$ cat src/rtl/input_pkg.sv
// Shared constants and types for the player input conditioning path.
package input_pkg;

  localparam int unsigned N_BTN     = 6;
  localparam int unsigned BTN_LEFT  = 0;
  localparam int unsigned BTN_RIGHT = 1;
  localparam int unsigned BTN_UP    = 2;
  localparam int unsigned BTN_DOWN  = 3;
  localparam int unsigned BTN_CHOP  = 4;
  localparam int unsigned BTN_CARRY = 5;

  typedef logic [N_BTN-1:0] btn_vec_t;

  // Values presented to the game controller for one whole frame.
  typedef struct packed {
    btn_vec_t level;
    logic     pause;
  } frame_out_t;

endpackage

$ cat src/rtl/debounce_bit.sv
// One input bit: 2-flop synchroniser followed by a stable-time debouncer.
module debounce_bit #(
  parameter int unsigned DEBOUNCE_CYCLES = 650_000
) (
  input  logic clk_in,
  input  logic rst_n,
  input  logic raw,
  output logic stable
);

  localparam int unsigned    CNT_W    = $clog2(DEBOUNCE_CYCLES);
  localparam logic [CNT_W-1:0] CNT_LAST = CNT_W'(DEBOUNCE_CYCLES - 1);

  logic [1:0]       sync_q;
  logic [CNT_W-1:0] cnt;
  logic             sync_c;

  assign sync_c = sync_q[1];

  // Any return to the stable value restarts the count from zero.
  always_ff @(posedge clk_in or negedge rst_n) begin
    if (!rst_n) begin
      sync_q <= '0;
      cnt    <= '0;
      stable <= 1'b0;
    end else begin
      sync_q <= {sync_q[0], raw};
      if (sync_c == stable) begin
        cnt <= '0;
      end else if (cnt == CNT_LAST) begin
        stable <= sync_c;
        cnt    <= '0;
      end else begin
        cnt <= cnt + CNT_W'(1);
      end
    end
  end

endmodule

$ cat src/rtl/input_conditioner.sv
// Conditions raw buttons and pause switch, latching them once per frame on vsync fall.
module input_conditioner
  import input_pkg::*;
#(
  parameter int unsigned DEBOUNCE_CYCLES = 650_000
) (
  input  logic             clk_in,
  input  logic             rst_n,
  input  logic             vsync_in,
  input  logic [N_BTN-1:0] btn_in,
  input  logic             pause_sw_in,
  output logic [N_BTN-1:0] btn_level,
  output logic             pause,
  output logic [N_BTN-1:0] btn_press,
  output logic             frame_tick
);

  localparam int unsigned N_DB = N_BTN + 1;

  logic [N_DB-1:0] raw_all;
  logic [N_DB-1:0] stable_all;
  btn_vec_t        stable_btn;
  btn_vec_t        stable_d;
  btn_vec_t        sticky;
  logic            stable_pause;
  logic [1:0]      vsync_sync;
  logic            vsync_prev;
  logic            vfall_c;
  frame_out_t      frame_q;

  assign raw_all      = {pause_sw_in, btn_in};
  assign stable_btn   = stable_all[N_BTN-1:0];
  assign stable_pause = stable_all[N_BTN];

  for (genvar i = 0; i < int'(N_DB); i++) begin : g_db
    debounce_bit #(
      .DEBOUNCE_CYCLES(DEBOUNCE_CYCLES)
    ) u_db (
      .clk_in(clk_in),
      .rst_n (rst_n),
      .raw   (raw_all[i]),
      .stable(stable_all[i])
    );
  end

  assign vfall_c = vsync_prev & ~vsync_sync[1];

  // Vsync synchroniser and falling-edge register.
  always_ff @(posedge clk_in or negedge rst_n) begin
    if (!rst_n) begin
      vsync_sync <= '0;
      vsync_prev <= 1'b0;
    end else begin
      vsync_sync <= {vsync_sync[0], vsync_in};
      vsync_prev <= vsync_sync[1];
    end
  end

  // Press pulses, sticky capture and the per-frame latch; a press in the update cycle goes straight into the latch.
  always_ff @(posedge clk_in or negedge rst_n) begin
    if (!rst_n) begin
      stable_d   <= '0;
      btn_press  <= '0;
      sticky     <= '0;
      frame_q    <= '0;
      frame_tick <= 1'b0;
    end else begin
      stable_d   <= stable_btn;
      btn_press  <= stable_btn & ~stable_d;
      frame_tick <= vfall_c;
      if (vfall_c) begin
        sticky        <= '0;
        frame_q.level <= stable_btn | sticky | btn_press;
        frame_q.pause <= stable_pause;
      end else begin
        sticky <= sticky | btn_press;
      end
    end
  end

  assign btn_level = frame_q.level;
  assign pause     = frame_q.pause;

endmodule
$ cat config.mk
export PLATFORM = sky130hd
export DESIGN_NAME = input_conditioner
export DESIGN_NICKNAME = d
export VERILOG_FILES = /design/src/rtl/input_pkg.sv /design/src/rtl/debounce_bit.sv /design/src/rtl/input_conditioner.sv
export SDC_FILE = /design/constraint.sdc
export NUM_CORES = 1
export LEC_CHECK = 0
export BUFFER_PORTS_ARGS = -buffer_cell sky130_fd_sc_hd__buf_4
export CAP_MARGIN = 20
export CORE_MARGIN = 4
export CORE_UTILIZATION = 56
export DETAILED_ROUTE_END_ITERATION = 7
export PLACE_DENSITY_LB_ADDON = 0.15
export SLEW_MARGIN = 25
export SYNTH_ARGS = -nofsm -noshare
export SYNTH_HDL_FRONTEND = slang
export SYNTH_SLANG_ARGS = --single-unit
$ cat constraint.sdc
create_clock -name clk_in -period 2.4 [get_ports clk_in]
set_input_delay 0.24 -clock clk_in [delete_from_list [all_inputs] [get_ports clk_in]]
set_output_delay 0.24 -clock clk_in [all_outputs]
set_load 0.02 [all_outputs]
==> flow_summary.yaml <==
run_status:
  status: "finished clean"
floorplanning:
  die_y_um: 132
  core_area_mm2: 0.0151
  die_x_um: 132
  num_io_pins: 24
  rows: 45
  start_util_pct: 57.1
  die_area_mm2: 0.0175
place:
  placedCellCount: 1070
  port_buffers: 23
  dpl_cell_area_mm2: 0.00920
  dp_hpwl_mm: 11.0
  gp_congestion: 0.859
yosys:
  synth_ff_type: "dfrtp_1"
  synth_top_family_by_area: "simple AND/OR/NAND/NOR gates"
  ys_seq_area_share_pct: 55.0
  synth_adder_area_share_pct: 1.01
  ys_ff_latch: 190
  synth_xor_area_share_pct: 10.7
  ys_warn_count: 0
  syn_area_mm2: 0.00864
  synth_mux_area_share_pct: 1.61
  yosys.area_share.simple_pct: 25.1
  synth_fp_nets: 867
  synth_edf_count: 0
  async_flop_share_pct: 100
  synth_compound_area_share_pct: 4.29
  syn_inst: 850
  syn_avg_cell_area_um2: 10.2
  synth_cell_types: 46
cells_and_area:
  fin_cells: 1111
  area_delta_synth_final_pct: 14.8
  fin_area_mm2: 0.00992
  nets: 927
  finish.utilization_pct: 65.5
  num_antenna_cells: 0
  drive_above_1_share_pct: 10.8
timing:
  worst_pin_slew_ns: 0.624
  fin_crit_sh_pct: 94.2
  final.min_clock_period_ns: 2.26
  skew_ns: 0.00853
  hold_viol: 0
  rsz0062_at_grt: "false"
  setup_tns_ns: 0
  clock.fmax_mhz: 442
  relSlewSlack_pct: 58.4
  setup_viol_count_final: 0
  drv_slew: 0
routing:
  avgRoutedWirePerCell_um: 14.8
  drt_wl_total_mm: 16.5
  drtIter0Drc: 368
  via_per_inst: 5.77
  ant_nets: 0
  via_count: 6416
  drc_errors: 0
  dr.pass1.iters: 5
worst_setup_path:
  cp-start-kind: "flop"
  worstPathRequired_ns: 2.71
  crit_fanout: 4
  arrival_ns: 2.57
  cp-end-kind: "flop"
  path_class: "flop to flop"
clock_network:
  cts_tree: "built"
  cts_buffers: 17
  insertion_delay_ns: 0.42
  cts.reportedPaths.clkPinSlew_ns: 0.07
  cts_buffer_depth: 2
  clock-root-buffer: "clkbuf_16"
  clock_sinks: 190
  postCtsSetupRepairBufs: 0
  htree_num_levels: 4
power_and_ir_drop:
  switching_power_mw: 1.38
  p_clk_share_pct: 45.9
  seqPwrFrac_pct: 50.7
  leakagePower_nw: 4.08
  p_comb_share_pct: 3.3
  power.density_mw_per_mm2: 652
  p_int_mw: 5.08
  switching_share_pct: 21.4
  ir_drop_mv: 0.552
global_routing:
  antenna_found_initial: 0
  grt_pass1_wl_mm: 29.1
  grt-ovfl-total: 0
  first_global_vias: 6425
  grt_util_all_layers_pct: 19.8
  grt_max_degree: 76
hold_path:
  min_path_type: "flop to flop"
job:
  cap_violations: 0
-- worst max-delay path: stages, from the launching register on --
cell and delay [ns]:
dfrtp_1 0.42, or4b_2 0.63, or4_1 0.53, nor2_1 0.22
mux2_2 0.36
-- power by group through the flow --
| stage | sequential, mW | combinational, mW | clock, mW |
|---|---|---|---|
| after floorplan | 3.33 | 0.0897 | 0 |
| after global placement | 3.34 | 0.205 | 0 |
| after detailed placement | 3.34 | 0.211 | 0 |
| after CTS | 3.28 | 0.224 | 3.04 |
| after global routing | 3.28 | 0.248 | 3.19 |
| final | 3.28 | 0.216 | 2.97 |
-- metrics by stage --
step / total power, mW / hold WS (ns) / worst slack [ns]
global route: 6.73 / 0.356 / 0.0262
finish: 6.46 / 0.349 / 0.138
global placement: 3.54 / 0.297 / 0.195
detailed placement: 3.55 / 0.305 / 0.0317
CTS: 6.54 / 0.350 / 0.0305
floorplan: 3.42 / -0.0556 / 0.138
-- routing by layer --
layer / routed length [um] / GRT usage, % / vias to the layer above
met5: 0 / 0 / -
met4: 150 / 5.25 / 0
met3: 639 / 5.11 / 14
met2: 8240 / 32.8 / 112
met1: 7450 / 26.1 / 3180
li1: - / - / 3110
-- logic make-up (layout without fill, tap and decap cells) --
logic type | count (synthesis) | count (layout)
compound gates | 59 | 59
xor+xnor | 106 | 106
fa+ha+maj | 7 | 7
buf+inv | 47 | 120
flops | 190 | 190
mux | 13 | 13
simple gates | 428 | 428
-- state kept, by name, indices dropped and copies added, names as in the netlist --
signal and count:
g_db.u_db.cnt 140, g_db.u_db.sync_q 14, g_db.u_db.stable 7, btn_level 6
btn_press 6, stable_d 6, sticky 6, vsync_sync 2
frame_tick 1, pause 1, vsync_prev 1
-- layout make-up --
class	instances	area, um2
Clock inverter	12	184
Clock buffer	20	437
Inverter	30	113
Timing Repair Buffer	58	489
Sequential cell	190	4750
Tap cell	188	235
Fill cell	1178	5230
Multi-Input combinational cell	613	3700
-- path summary, 6_finish.rpt --
kind | startpoint | to | slack, ns | depth (start not counted)
worst max-delay path | g_db[0].u_db.cnt[10] | g_db[0].u_db.stable | 0.14 | 4
worst min-delay path | g_db[1].u_db.sync_q[0] | g_db[1].u_db.sync_q[1] | 0.35 | 0
worst max register to register | g_db[0].u_db.cnt[10] | g_db[0].u_db.stable | 0.14 | 4
worst min register to register | g_db[1].u_db.sync_q[0] | g_db[1].u_db.sync_q[1] | 0.35 | 0
max in group asynchronous | rst_n | stable_d[4] | 1.26 | 3
min in group asynchronous | rst_n | g_db[1].u_db.cnt[15] | 0.39 | 2
-- what timing repair did --
item                       CTS  global route
resized for setup            0             1
hold endpoints to repair    80             0
hold buffers                 9             0
setup endpoints to repair    0             1
-- synth_stat cells, types with 2 or more instances --
master	count	area share, %
nor4_1	36	2.6
or4b_2	5	0.58
o21ai_1	3	0.17
nand2_1	39	1.7
a21oi_1	21	1.2
mux2i_1	6	0.70
nor2_1	158	6.9
nor4b_1	4	0.41
nand4b_1	2	0.20
nand3_1	46	2.7
and2_1	3	0.22
a31o_2	3	0.30
clkbuf_1	12	0.52
inv_1	29	1.3
nor3_1	27	1.6
xor2_1	24	2.4
or3_1	17	1.2
mux2_2	7	0.91
o31ai_1	3	0.26
nor2b_1	6	0.43
o21ai_0	21	1.2
xnor2_1	82	8.3
dfrtp_1	190	55
or4_1	10	0.87
nand2b_1	2	0.14
a211oi_1	2	0.17
nand4_1	43	3.1
nor3b_1	2	0.17
and4_1	6	0.61
and3_1	16	1.2
ha_1	7	1.0
buf_2	4	0.23
-- placed cells by master, fill, tap and decap left out, types with 3 or more instances in the layout --
cell / synthesis / layout
a21oi_1: 21 / 21
a31o_2: 3 / 3
and2_1: 3 / 3
and3_1: 16 / 16
and4_1: 6 / 6
buf_4: 0 / 46
bufinv_16: 0 / 4
clkbuf_1: 12 / 3
clkbuf_16: 0 / 17
dfrtp_1: 190 / 190
dlygate4sd3_1: 0 / 9
ha_1: 7 / 7
inv_1: 29 / 29
inv_6: 0 / 3
mux2_2: 7 / 7
mux2i_1: 6 / 6
nand2_1: 39 / 39
nand3_1: 46 / 46
nand4_1: 43 / 43
nor2_1: 158 / 158
nor2b_1: 6 / 6
nor3_1: 27 / 27
nor4_1: 36 / 35
nor4b_1: 4 / 4
o21ai_0: 21 / 20
o21ai_1: 3 / 4
o31ai_1: 3 / 3
or3_1: 17 / 17
or4_1: 10 / 10
or4b_2: 5 / 5
xnor2_1: 82 / 82
xor2_1: 24 / 24
(Power assumes the default switching activity.)
